## src/rtl/prod_accumulator.sv

```systemverilog
// Accumulates N_TERMS unsigned products per frame and holds the total on a valid/ready output.
// Define ACC_SAT_EN to clamp an overflowing frame at 2^ACC_W-1 instead of wrapping.
module prod_accumulator #(
    parameter  int PROD_W  = 8,
    parameter  int ACC_W   = 12,
    parameter  int N_TERMS = 8,
    localparam int CNT_W   = $clog2(N_TERMS + 1)
) (
    input  logic              clk,
    input  logic              rst_n,
    input  logic [PROD_W-1:0] prod_in,
    input  logic              prod_valid,
    output logic              prod_ready,
    input  logic              flush,
    output logic [ACC_W-1:0]  acc_out,
    output logic              acc_valid,
    input  logic              acc_ready,
    output logic              ovf,
    output logic [CNT_W-1:0]  term_cnt
);

    typedef enum logic [1:0] {
        S_IDLE,
        S_ACCUM,
        S_DONE
    } state_t;

    state_t             state, state_nxt;
    logic [ACC_W-1:0]   acc, acc_nxt;
    logic [CNT_W-1:0]   cnt, cnt_nxt;
    logic [ACC_W-1:0]   out_q, out_nxt;
    logic               vld_q, vld_nxt;
    logic               ovf_q, ovf_nxt;

    logic               xfer;
    logic               close;
    logic [ACC_W:0]     sum;
    logic               carry;
    logic [ACC_W-1:0]   add_res;

    assign xfer  = prod_valid && (state != S_DONE);
    assign sum   = {1'b0, acc} + {{(ACC_W + 1 - PROD_W){1'b0}}, prod_in};
    assign carry = sum[ACC_W];

`ifdef ACC_SAT_EN
    // Once the frame has overflowed the total is pinned at full scale until it closes.
    assign add_res = (carry || ovf_q) ? {ACC_W{1'b1}} : sum[ACC_W-1:0];
`else
    assign add_res = sum[ACC_W-1:0];
`endif

    // A frame closes on the transfer that completes it, or on flush once it holds a product.
    assign close = (xfer && (cnt == CNT_W'(N_TERMS - 1))) ||
                   (flush && (state == S_ACCUM));

    always_comb begin
        // NOTE: every variable gets a default before the case so no path infers a latch.
        state_nxt = state;
        acc_nxt   = acc;
        cnt_nxt   = cnt;
        out_nxt   = out_q;
        vld_nxt   = vld_q;
        ovf_nxt   = ovf_q;
        case (state)
            S_IDLE, S_ACCUM: begin
                if (xfer) begin
                    acc_nxt   = add_res;
                    cnt_nxt   = cnt + CNT_W'(1);
                    ovf_nxt   = ovf_q | carry;
                    state_nxt = S_ACCUM;
                end
                if (close) begin
                    out_nxt   = acc_nxt;
                    vld_nxt   = 1'b1;
                    acc_nxt   = '0;
                    cnt_nxt   = '0;
                    state_nxt = S_DONE;
                end
            end
            S_DONE: begin
                if (acc_ready) begin
                    vld_nxt   = 1'b0;
                    ovf_nxt   = 1'b0;
                    state_nxt = S_IDLE;
                end
            end
            default: state_nxt = S_IDLE;
        endcase
    end

    // NOTE: state is updated with non-blocking assignments; reset is synchronous and wins over all inputs.
    always_ff @(posedge clk) begin
        if (!rst_n) state <= S_IDLE;
        else        state <= state_nxt;
    end

    always_ff @(posedge clk) begin
        if (!rst_n) begin
            acc   <= '0;
            cnt   <= '0;
            out_q <= '0;
            vld_q <= 1'b0;
            ovf_q <= 1'b0;
        end else begin
            acc   <= acc_nxt;
            cnt   <= cnt_nxt;
            out_q <= out_nxt;
            vld_q <= vld_nxt;
            ovf_q <= ovf_nxt;
        end
    end

    assign prod_ready = (state != S_DONE);
    assign acc_out    = out_q;
    assign acc_valid  = vld_q;
    assign ovf        = ovf_q;
    assign term_cnt   = cnt;

endmodule

```

## config.mk

```make
export PLATFORM = sky130hd
export DESIGN_NAME = prod_accumulator
export DESIGN_NICKNAME = d
export VERILOG_FILES = /design/src/rtl/prod_accumulator.sv
export SDC_FILE = /design/constraint.sdc
export NUM_CORES = 1
export LEC_CHECK = 0
export CORE_ASPECT_RATIO = 1.75
export CORE_MARGIN = 4
export CORE_UTILIZATION = 45
export DETAILED_ROUTE_END_ITERATION = 8
export PLACE_DENSITY = 0.72
export SLEW_MARGIN = 10
export SYNTH_ARGS = -nofsm -noshare
export SYNTH_HDL_FRONTEND = slang
export SYNTH_SLANG_ARGS = --single-unit
```

## constraint.sdc

```tcl
create_clock -name clk -period 2.12 [get_ports clk]
set_input_delay 0.636 -clock clk [delete_from_list [all_inputs] [get_ports clk]]
set_output_delay 0.636 -clock clk [all_outputs]
set_load 0.03 [all_outputs]
```

# ---- After elaboration in Yosys (flattened, before gate mapping)
# Cells that the tools add are included.
dict set report totals {
  reg_bits 32
  output_inout_bits 19
  wordCells 43
}
dict set report op_classes {
  addsub 2
  n_eq_ne 8
  n_mux 13
  bitwise 1
  reduce_logical 13
}
# cell count
set ops {}
lappend ops {{12-bit two-way mux} 2}
lappend ops {{12-bit by 8-bit adder with 13-bit output} 1}
lappend ops {{4-bit two-way mux} 2}
lappend ops {{2-bit inequality test, second input constant} 4}
lappend ops {{2-bit two-way mux} 3}
lappend ops {{2-bit AND reduction} 3}
lappend ops {{3-bit AND reduction} 2}
lappend ops {{4-bit by 1-bit adder with 4-bit output, second input constant} 1}
lappend ops {{4-bit by 3-bit equality test with 1-bit output, second input constant} 1}
lappend ops {{1-bit case mux with 2 select lines} 2}
lappend ops {{2-bit case mux with 2 select lines} 1}
lappend ops {{2-bit nonzero test} 2}
lappend ops {{1-bit logical AND} 3}
lappend ops {{1-bit two-way mux} 3}
lappend ops {{3-bit inequality test, second input constant} 1}
lappend ops {{2-bit by 1-bit equality test with 1-bit output, second input constant} 1}
lappend ops {{2-bit equality test, second input constant} 1}
lappend ops {{2-bit logical NOT} 1}
lappend ops {{2-bit OR reduction} 1}
lappend ops {{1-bit logical OR} 1}
lappend ops {{1-bit bitwise OR} 1}

# ---- Longest topological paths before layout
dict set report depth {
  ltp_word 6
  mapped_depth 8
  ltp_nobuf 8
}

# ---- Least setup slack after synthesis
# Ideal clock, no wire load.
dict set report synth_path {
  path_type {input-to-reg}
  from {input port prod_in[0]}
  to {register out_q[10] (netlist: acc_out[10])}
  arrival_ps 2174
  t_required_ps 2046
  path_slack_ps -128
  cell_stages 8
  path_buffers 0
  path_cell_list {ha_1 inv_1 fa_1 nor2b_1 o211a_1 o21ai_0 or3_1 a31oi_1}
}
dict set report synth_between {
  elab_chain_len 2
}
# item line
set synth_lines {}
lappend synth_lines {{start: declaration} 11} ;# input logic [PROD_W-1:0] prod_in,
lappend synth_lines {{12-bit by 8-bit adder with 13-bit output} 42} ;# assign sum = {1'b0, acc} + {{(ACC_W + 1 - PROD_W){1'b0}}, prod_in};
lappend synth_lines {{12-bit two-way mux} 66} ;# if (xfer) begin
lappend synth_lines {{end signal: assignment} 107} ;# out_q <= out_nxt;
lappend synth_lines {{end: declaration} 31} ;# logic [ACC_W-1:0] out_q, out_nxt;
# Every way passes these cells.
# A chain may end at the register's enable or synchronous reset.

# ---- Final worst setup path
dict set report layout_path {
  from {input port prod_in[2]}
  to {register acc[6]}
}
dict set report layout_between {
  elab_chain_len 3
}
# item line
set layout_lines {}
lappend layout_lines {{12-bit by 8-bit adder with 13-bit output} 42}
lappend layout_lines {{12-bit two-way mux} 66}
lappend layout_lines {{12-bit two-way mux} 72} ;# if (close) begin
lappend layout_lines {{end signal: assignment} 105} ;# acc <= acc_nxt;
lappend layout_lines {{end: declaration} 29} ;# logic [ACC_W-1:0] acc, acc_nxt;
# Every way passes these cells.

==> impl_metrics.env <==
export IMPL_status="completed"
export IMPL_preCtsSetupSlack_ns=-0.692
export IMPL_cp_arrival_ns=2.28
export IMPL_antenna_found_initial=0
export IMPL_synth_top_cell_by_area="dfxtp_1"
export IMPL_post_synth_top_area_fraction_pct=34.7
export IMPL_clock_latency_ns=0.29
export IMPL_synthDistinctLibCells=52
export IMPL_dieArea_um2=5230
export IMPL_rows=30
export IMPL_hp_class="flop to flop"
export IMPL_reg2regPathDepth=9
export IMPL_finalSetupViolCount=0
export IMPL_worst_setup_path_end_kind="flop"
export IMPL_grt_pass1_vias=1940
export IMPL_tritoncts="done"
export IMPL_yosys_area_share_simple_pct=19.0
export IMPL_place_area_um2=2510
export IMPL_synth_xor_area_share_pct=3.32
export IMPL_hold_viol_final=0
export IMPL_finClkSkew_ns=0.0106
export IMPL_num_antenna_cells=0
export IMPL_leakage_uw=0.00110
export IMPL_first_iter_violations=49
export IMPL_cp_depth=9
export IMPL_p_int_uw=1280
export IMPL_start_util_pct=47.3
export IMPL_grt_max_degree=20
export IMPL_pin_count=32
export IMPL_irDropWorstVdd_mv=0.567
export IMPL_multi_input_area_um2=1310
export IMPL_drive_gt1_share_pct=31.1
export IMPL_syn2layout_area_growth_pct=51.6
export IMPL_vias_per_cell=5.79
export IMPL_coreArea_um2=3900
export IMPL_fin_ws_ns=0.0627
export IMPL_fill_cells=291
export IMPL_crit_end="acc[6]"
export IMPL_switching_power_uw=588
export IMPL_postLayoutCellArea_um2=2800
export IMPL_dpl_hpwl_um=3920
export IMPL_slew_headroom_pct=75.1
export IMPL_dr_pass1_iters=4
export IMPL_die_y_um=92.7
export IMPL_grt_pass1_wl_um=8800
export IMPL_slowest_stage="o211a_4"
export IMPL_cts_root_buf="clkbuf_8"
export IMPL_power_uw=1870
export IMPL_cp_required_ns=2.34
export IMPL_crit_buf_inv=3
export IMPL_period_share_pct=97.0
export IMPL_postLayoutCoreUtil_pct=71.7
export IMPL_cts_made_buffers=5
export IMPL_critPathKind="input port to flop"
export IMPL_r2r_start="acc[0]"
export IMPL_via_count=1975
export IMPL_startpoint_type="input port"
export IMPL_pwr_share_clk_pct=31.6
export IMPL_portBuffers=31
export IMPL_synthAdderAreaFrac_pct=7.18
export IMPL_globalplace_congestion=0.878
export IMPL_tightest_slew_ns=0.372
export IMPL_synth_compound_area_share_pct=29.1
export IMPL_power_density_nw_per_um2=669
export IMPL_synthesis_area_um2=1850
export IMPL_yosysMostFrequentCell="dfxtp_1"
export IMPL_combPwrFrac_pct=32.2
export IMPL_synth_async_reset_ratio_pct=0
export IMPL_maxCapViolCount=0
export IMPL_track_usage_pct=21.2
export IMPL_die_x_um=56.4
export IMPL_syn_avg_cell_area_um2=8.32
export IMPL_regArea_um2=641
export IMPL_cp_slowest_stage_delay_ns=0.27
export IMPL_min_period_ns=2.06
export IMPL_critical_path_top_delay_family="compound AO/OA/AOI/OAI gates"
export IMPL_path_cells="clkdlybuf4s15_1 > ha_4 > buf_4 > nor2b_4 > o211a_4 > buf_4 > nor3_1 > o21ai_0 > o21ai_0"
export IMPL_reg2reg_to="acc[6]"
export IMPL_ys_seq_area_share_pct=34.7
export IMPL_clk_path_buf_depth=2
export IMPL_synth_seq_cells=32
export IMPL_r2r_slack_ns=0.13
export IMPL_nets=315
export IMPL_routed_wl_um=5500
export IMPL_swShare_pct=31.4
export IMPL_synth_top_family_by_area="compound AO/OA/AOI/OAI gates"
export IMPL_ys_warnings_count=0
export IMPL_drt_drc_violations_left=0
export IMPL_cts_clk_slew_worst_paths_ns=0.07
export IMPL_crit_start="prod_in[2]"
export IMPL_cp_max_fo=4
export IMPL_syn_nets=245
export IMPL_synth_main_ff_cell="dfxtp_1"
export IMPL_syn_inst=222
export IMPL_clock_sinks=32
export IMPL_fmax_mhz=486
export IMPL_synth_edf_count=0
export IMPL_htreeDepth=2
export IMPL_wl_per_cell_um=16.1
export IMPL_seqPwrFrac_pct=36.2
export IMPL_synth_mux_area_share_pct=1.76
export IMPL_drv_slew=0
export IMPL_overflow=0
export IMPL_ant_nets=0
export IMPL_synth_area_leaders="dfxtp_1, ha_1, o21ai_0"
export IMPL_finalSetupTns_ns=0
export IMPL_ys_top_cells_by_count="dfxtp_1, o21ai_0, a21oi_1, nor2_1, nand2_1"
-- placed cells by master (no fill, tap or decap), types with 3 or more instances in the layout --
| master | n |
|---|---|
| xnor2_1 | 3 |
| nor2_1 | 18 |
| nor3_1 | 4 |
| a21oi_2 | 3 |
| nor4_1 | 3 |
| dfxtp_1 | 32 |
| clkdlybuf4s50_1 | 22 |
| buf_4 | 42 |
| buf_6 | 3 |
| a21oi_1 | 16 |
| or3_1 | 3 |
| o21ai_0 | 20 |
| nand3_1 | 5 |
| o21a_1 | 3 |
| ha_4 | 8 |
| a211oi_1 | 6 |
| o211ai_1 | 6 |
| xor2_1 | 4 |
| clkbuf_8 | 5 |
| inv_1 | 8 |
| nand2_1 | 15 |
| dlygate4sd2_1 | 4 |
-- logic make-up (layout without fill, tap and decap cells) --
| group | Yosys count | after routing |
|---|---|---|
| AOI/OAI and AO/OA | 79 | 79 |
| muxes | 3 | 3 |
| and+or+nand+nor | 69 | 69 |
| adders and majority gates | 10 | 10 |
| buffers and inverters | 22 | 93 |
| xor gates and xnor gates | 7 | 7 |
| DFF | 32 | 32 |
-- cell type report --
| cell class | instances | area share [%] |
|---|---|---|
| multi-input combinational | 168 | 46.8 |
| timing repair buffer | 76 | 23.1 |
| sequential | 32 | 22.9 |
| clock buffer | 6 | 2.59 |
| tap | 48 | 2.14 |
| clock inverter | 2 | 1.25 |
| inverter | 9 | 1.21 |
-- sequential cells by signal (all words and copies together), names as in the netlist --
| name | flops |
|---|---|
| state | 2 |
| acc | 12 |
| acc_valid | 1 |
| ovf | 1 |
| acc_out | 12 |
| term_cnt | 4 |
-- tightest hold or removal path, delay by kind of cell (launching register included) --
kind	cells	cell delay, ns
DFF	1	0.31
and+or+nand+nor	1	0.05
AOI/OAI and AO/OA	1	0.05
-- worst min-delay path by stage --
stage | start | endpoint | slack [ns] | cells after the start
4_1_cts | acc_out[1] | acc_out[1] | 0.46 | 2
3_5_place_dp | acc_out[1] | acc_out[1] | 0.45 | 2
2_1_floorplan | acc[6] | acc[6] | 0.47 | 2
5_1_grt | acc_out[1] | acc_out[1] | 0.50 | 2
6_report | acc_out[1] | acc_out[1] | 0.46 | 2
3_3_place_gp | acc_out[1] | acc_out[1] | 0.45 | 2
-- metrics by stage --
step / hold WS [ns] / instances
after floorplan: 0.467 / 222
after global placement: 0.446 / 328
after detailed placement: 0.453 / 328
after CTS: 0.463 / 339
after global routing: 0.502 / 341
final: 0.456 / 341
-- power by group through the flow --
stage	logic [uW]	registers, uW	clock network [uW]
2_1_floorplan	287	718	0
3_3_place_gp	528	685	0
3_5_place_dp	535	686	0
4_1_cts	556	676	601
5_1_grt	653	683	619
6_report	603	678	591
-- timing repair --
action	in CTS	in global routing
setup endpoints to repair	18	16
setup buffers	3	2
gates resized for setup	20	22
pin swaps	14	13
hold buffers	0	0
-- metal layers --
layer	track usage, %	share of wire (%)
met2	37.9	55
met5	0	0
met4	12.1	3.5
met1	22.8	39
met3	3.49	3.2
Power figures use the tool's default switching activity.
==> edit: new RTL, same flow settings <==
One comparison of `cnt` changes from == to >=.
--- a/src/rtl/prod_accumulator.sv
+++ b/src/rtl/prod_accumulator.sv
@@ -51,5 +51,5 @@
 
     // A frame closes on the transfer that completes it, or on flush once it holds a product.
-    assign close = (xfer && (cnt == CNT_W'(N_TERMS - 1))) ||
+    assign close = (xfer && (cnt >= CNT_W'(N_TERMS - 1))) ||
                    (flush && (state == S_ACCUM));
 
Function: no difference found for any inputs over 4 cycles, from zero or initial values and one cycle with rst_n low; that may be too few to reach the edited logic, so the function may still have changed.
==> edit against the original RTL <==
  * Sequential cell count is the same
  * Largest power group unchanged
  * Clock power up 2%
  * Setup slack got worse by 0.00069 ns
  * Total power shrank 3.5%
  * Routed wire length increased by 3.9%
  * Die area rose by 3.4%
  * Final area rose by 0.49%
  * Hold slack better by 0.010 ns
  * Area after synthesis grew 3.8%
==> edit: results (changes against the original RTL) <==
- CP max stage delay: 0.39 ns (was 0.27 ns)
- Measured slew at the worst slew-check pin: 0.404 ns (was 0.372 ns)
- Vias in the first global route: 2009 (was 1940)
- Pre-CTS setup slack: -0.633 ns (was -0.692 ns)
- Mapped Nets: 254 (was 245)
- Mapped Cells: 231 (was 222)
- Initial antenna violation count: 0 (unchanged)
- Total GRT Usage: 0.224 (was 0.212)
- Initial DRC Count: 80 (was 49)
- Max Clock Skew: 0.00838 ns (was 0.0106 ns)
- Post-DP HPWL: 4200 µm (was 3920 µm)
- Worst-Skew Late Latency: 0.29 ns (about the same)
- Slowest cell on the critical path: fa_2 (was o211a_4)
- First-pass GRT wire length: 9440 µm (was 8800 µm)
- Netlist cell types: 57 (was 52)
- Synth cell count leaders: dfxtp_1, nand2_1, a21oi_1, nand3_1, o21ai_0 (was dfxtp_1, o21ai_0, a21oi_1, nor2_1, nand2_1)
- Leakage: 1.11 nW (was 1.10 nW)
- H-tree depth: 2 (unchanged)
- Final GP Congestion: 0.865 (was 0.878)
- Fraction of layout cells with a size suffix above 1: 0.264 (was 0.311)
- CP delay by family, top: compound AO/OA/AOI/OAI gates (unchanged)
- Core box area: 0.00411 mm² (was 0.00390 mm²)
- Layout Cells excl Fill: 345 (was 341)
- Final net count: 318 (was 315)
- FILL cells: 347 (was 291)
- Placed cell count: 334 (was 328)
- DR vias: 2028 (was 1975)
- WP data arrival: 2.22 ns (was 2.28 ns)
- Routed WL per cell: 16.5 µm (was 16.1 µm)
- Cell area after placement: 0.00257 mm² (was 0.00251 mm²)
- Outcome: completed (unchanged)
- Number of CTS-inserted buffers: 5 (unchanged)
- Ranking of synthesized cells by area: dfxtp_1, ha_1, nand2_1, o211ai_1, a21oi_1 (was dfxtp_1, ha_1, o21ai_0, a21oi_1, nor2_1)
- Register area share after synthesis: 0.334 (was 0.347)
- Worst vdd ir: 0.441 mV (was 0.567 mV)
- Largest net degree at the start of global routing: 26 (was 20)
## edit: power breakdown
group / switching (mW) / internal (mW)
sequential: 0.0369 / 0.638
combinational: 0.270 / 0.262
clock: 0.252 / 0.348
## edit: final cells by class
type | instances | area [µm²] | share of cell area
Multi-Input combinational cell | 177 | 1350 | 0.481
Timing Repair Buffer | 70 | 613 | 0.218
Clock inverter | 3 | 42.5 | 0.0151
Tap cell | 49 | 61.3 | 0.0218
Sequential cell | 32 | 641 | 0.228
Inverter | 9 | 33.8 | 0.0120
Clock buffer | 5 | 68.8 | 0.0245
## edit: cells by family (layout without fill, tap and decap cells)
| group | Yosys count | count (layout) | share of synthesized area |
|---|---|---|---|
| adders and majority gates | 10 | 10 | 0.0692 |
| and+or+nand+nor | 82 | 82 | 0.231 |
| AOI/OAI and AO/OA | 82 | 82 | 0.305 |
| xor gates and xnor gates | 3 | 3 | 0.0137 |
| DFF | 32 | 32 | 0.334 |
| buffers and inverters | 22 | 87 | 0.0470 |
## edit: final timing paths
| path | cells after the start | startpoint | slack, ns | to |
|---|---|---|---|---|
| worst max register to register | 8 | acc[0] | 0.15 | acc[10] |
| worst min register to register | 2 | acc_out[3] | 0.47 | acc_out[3] |
| worst min-delay path | 2 | acc_out[3] | 0.47 | acc_out[3] |
| worst max-delay path | 8 | prod_in[1] | 0.06 | acc[10] |
## edit: what timing repair did
action / 4_1_cts / 5_1_grt
endpoints found under the hold margin: 0 / 0
gates cloned: 0 / 0
setup endpoints to repair: 21 / 10
pin swaps: 11 / 6
setup buffers: 2 / 1
gates resized for setup: 21 / 6
## edit: per-layer routing
metal  up-vias  track usage  part of all wire
li1        984            -                 -
met1       950        0.255              0.39
met2        73        0.388              0.52
met3        21       0.0438             0.049
met4         0        0.116             0.036
met5         -            0                 0
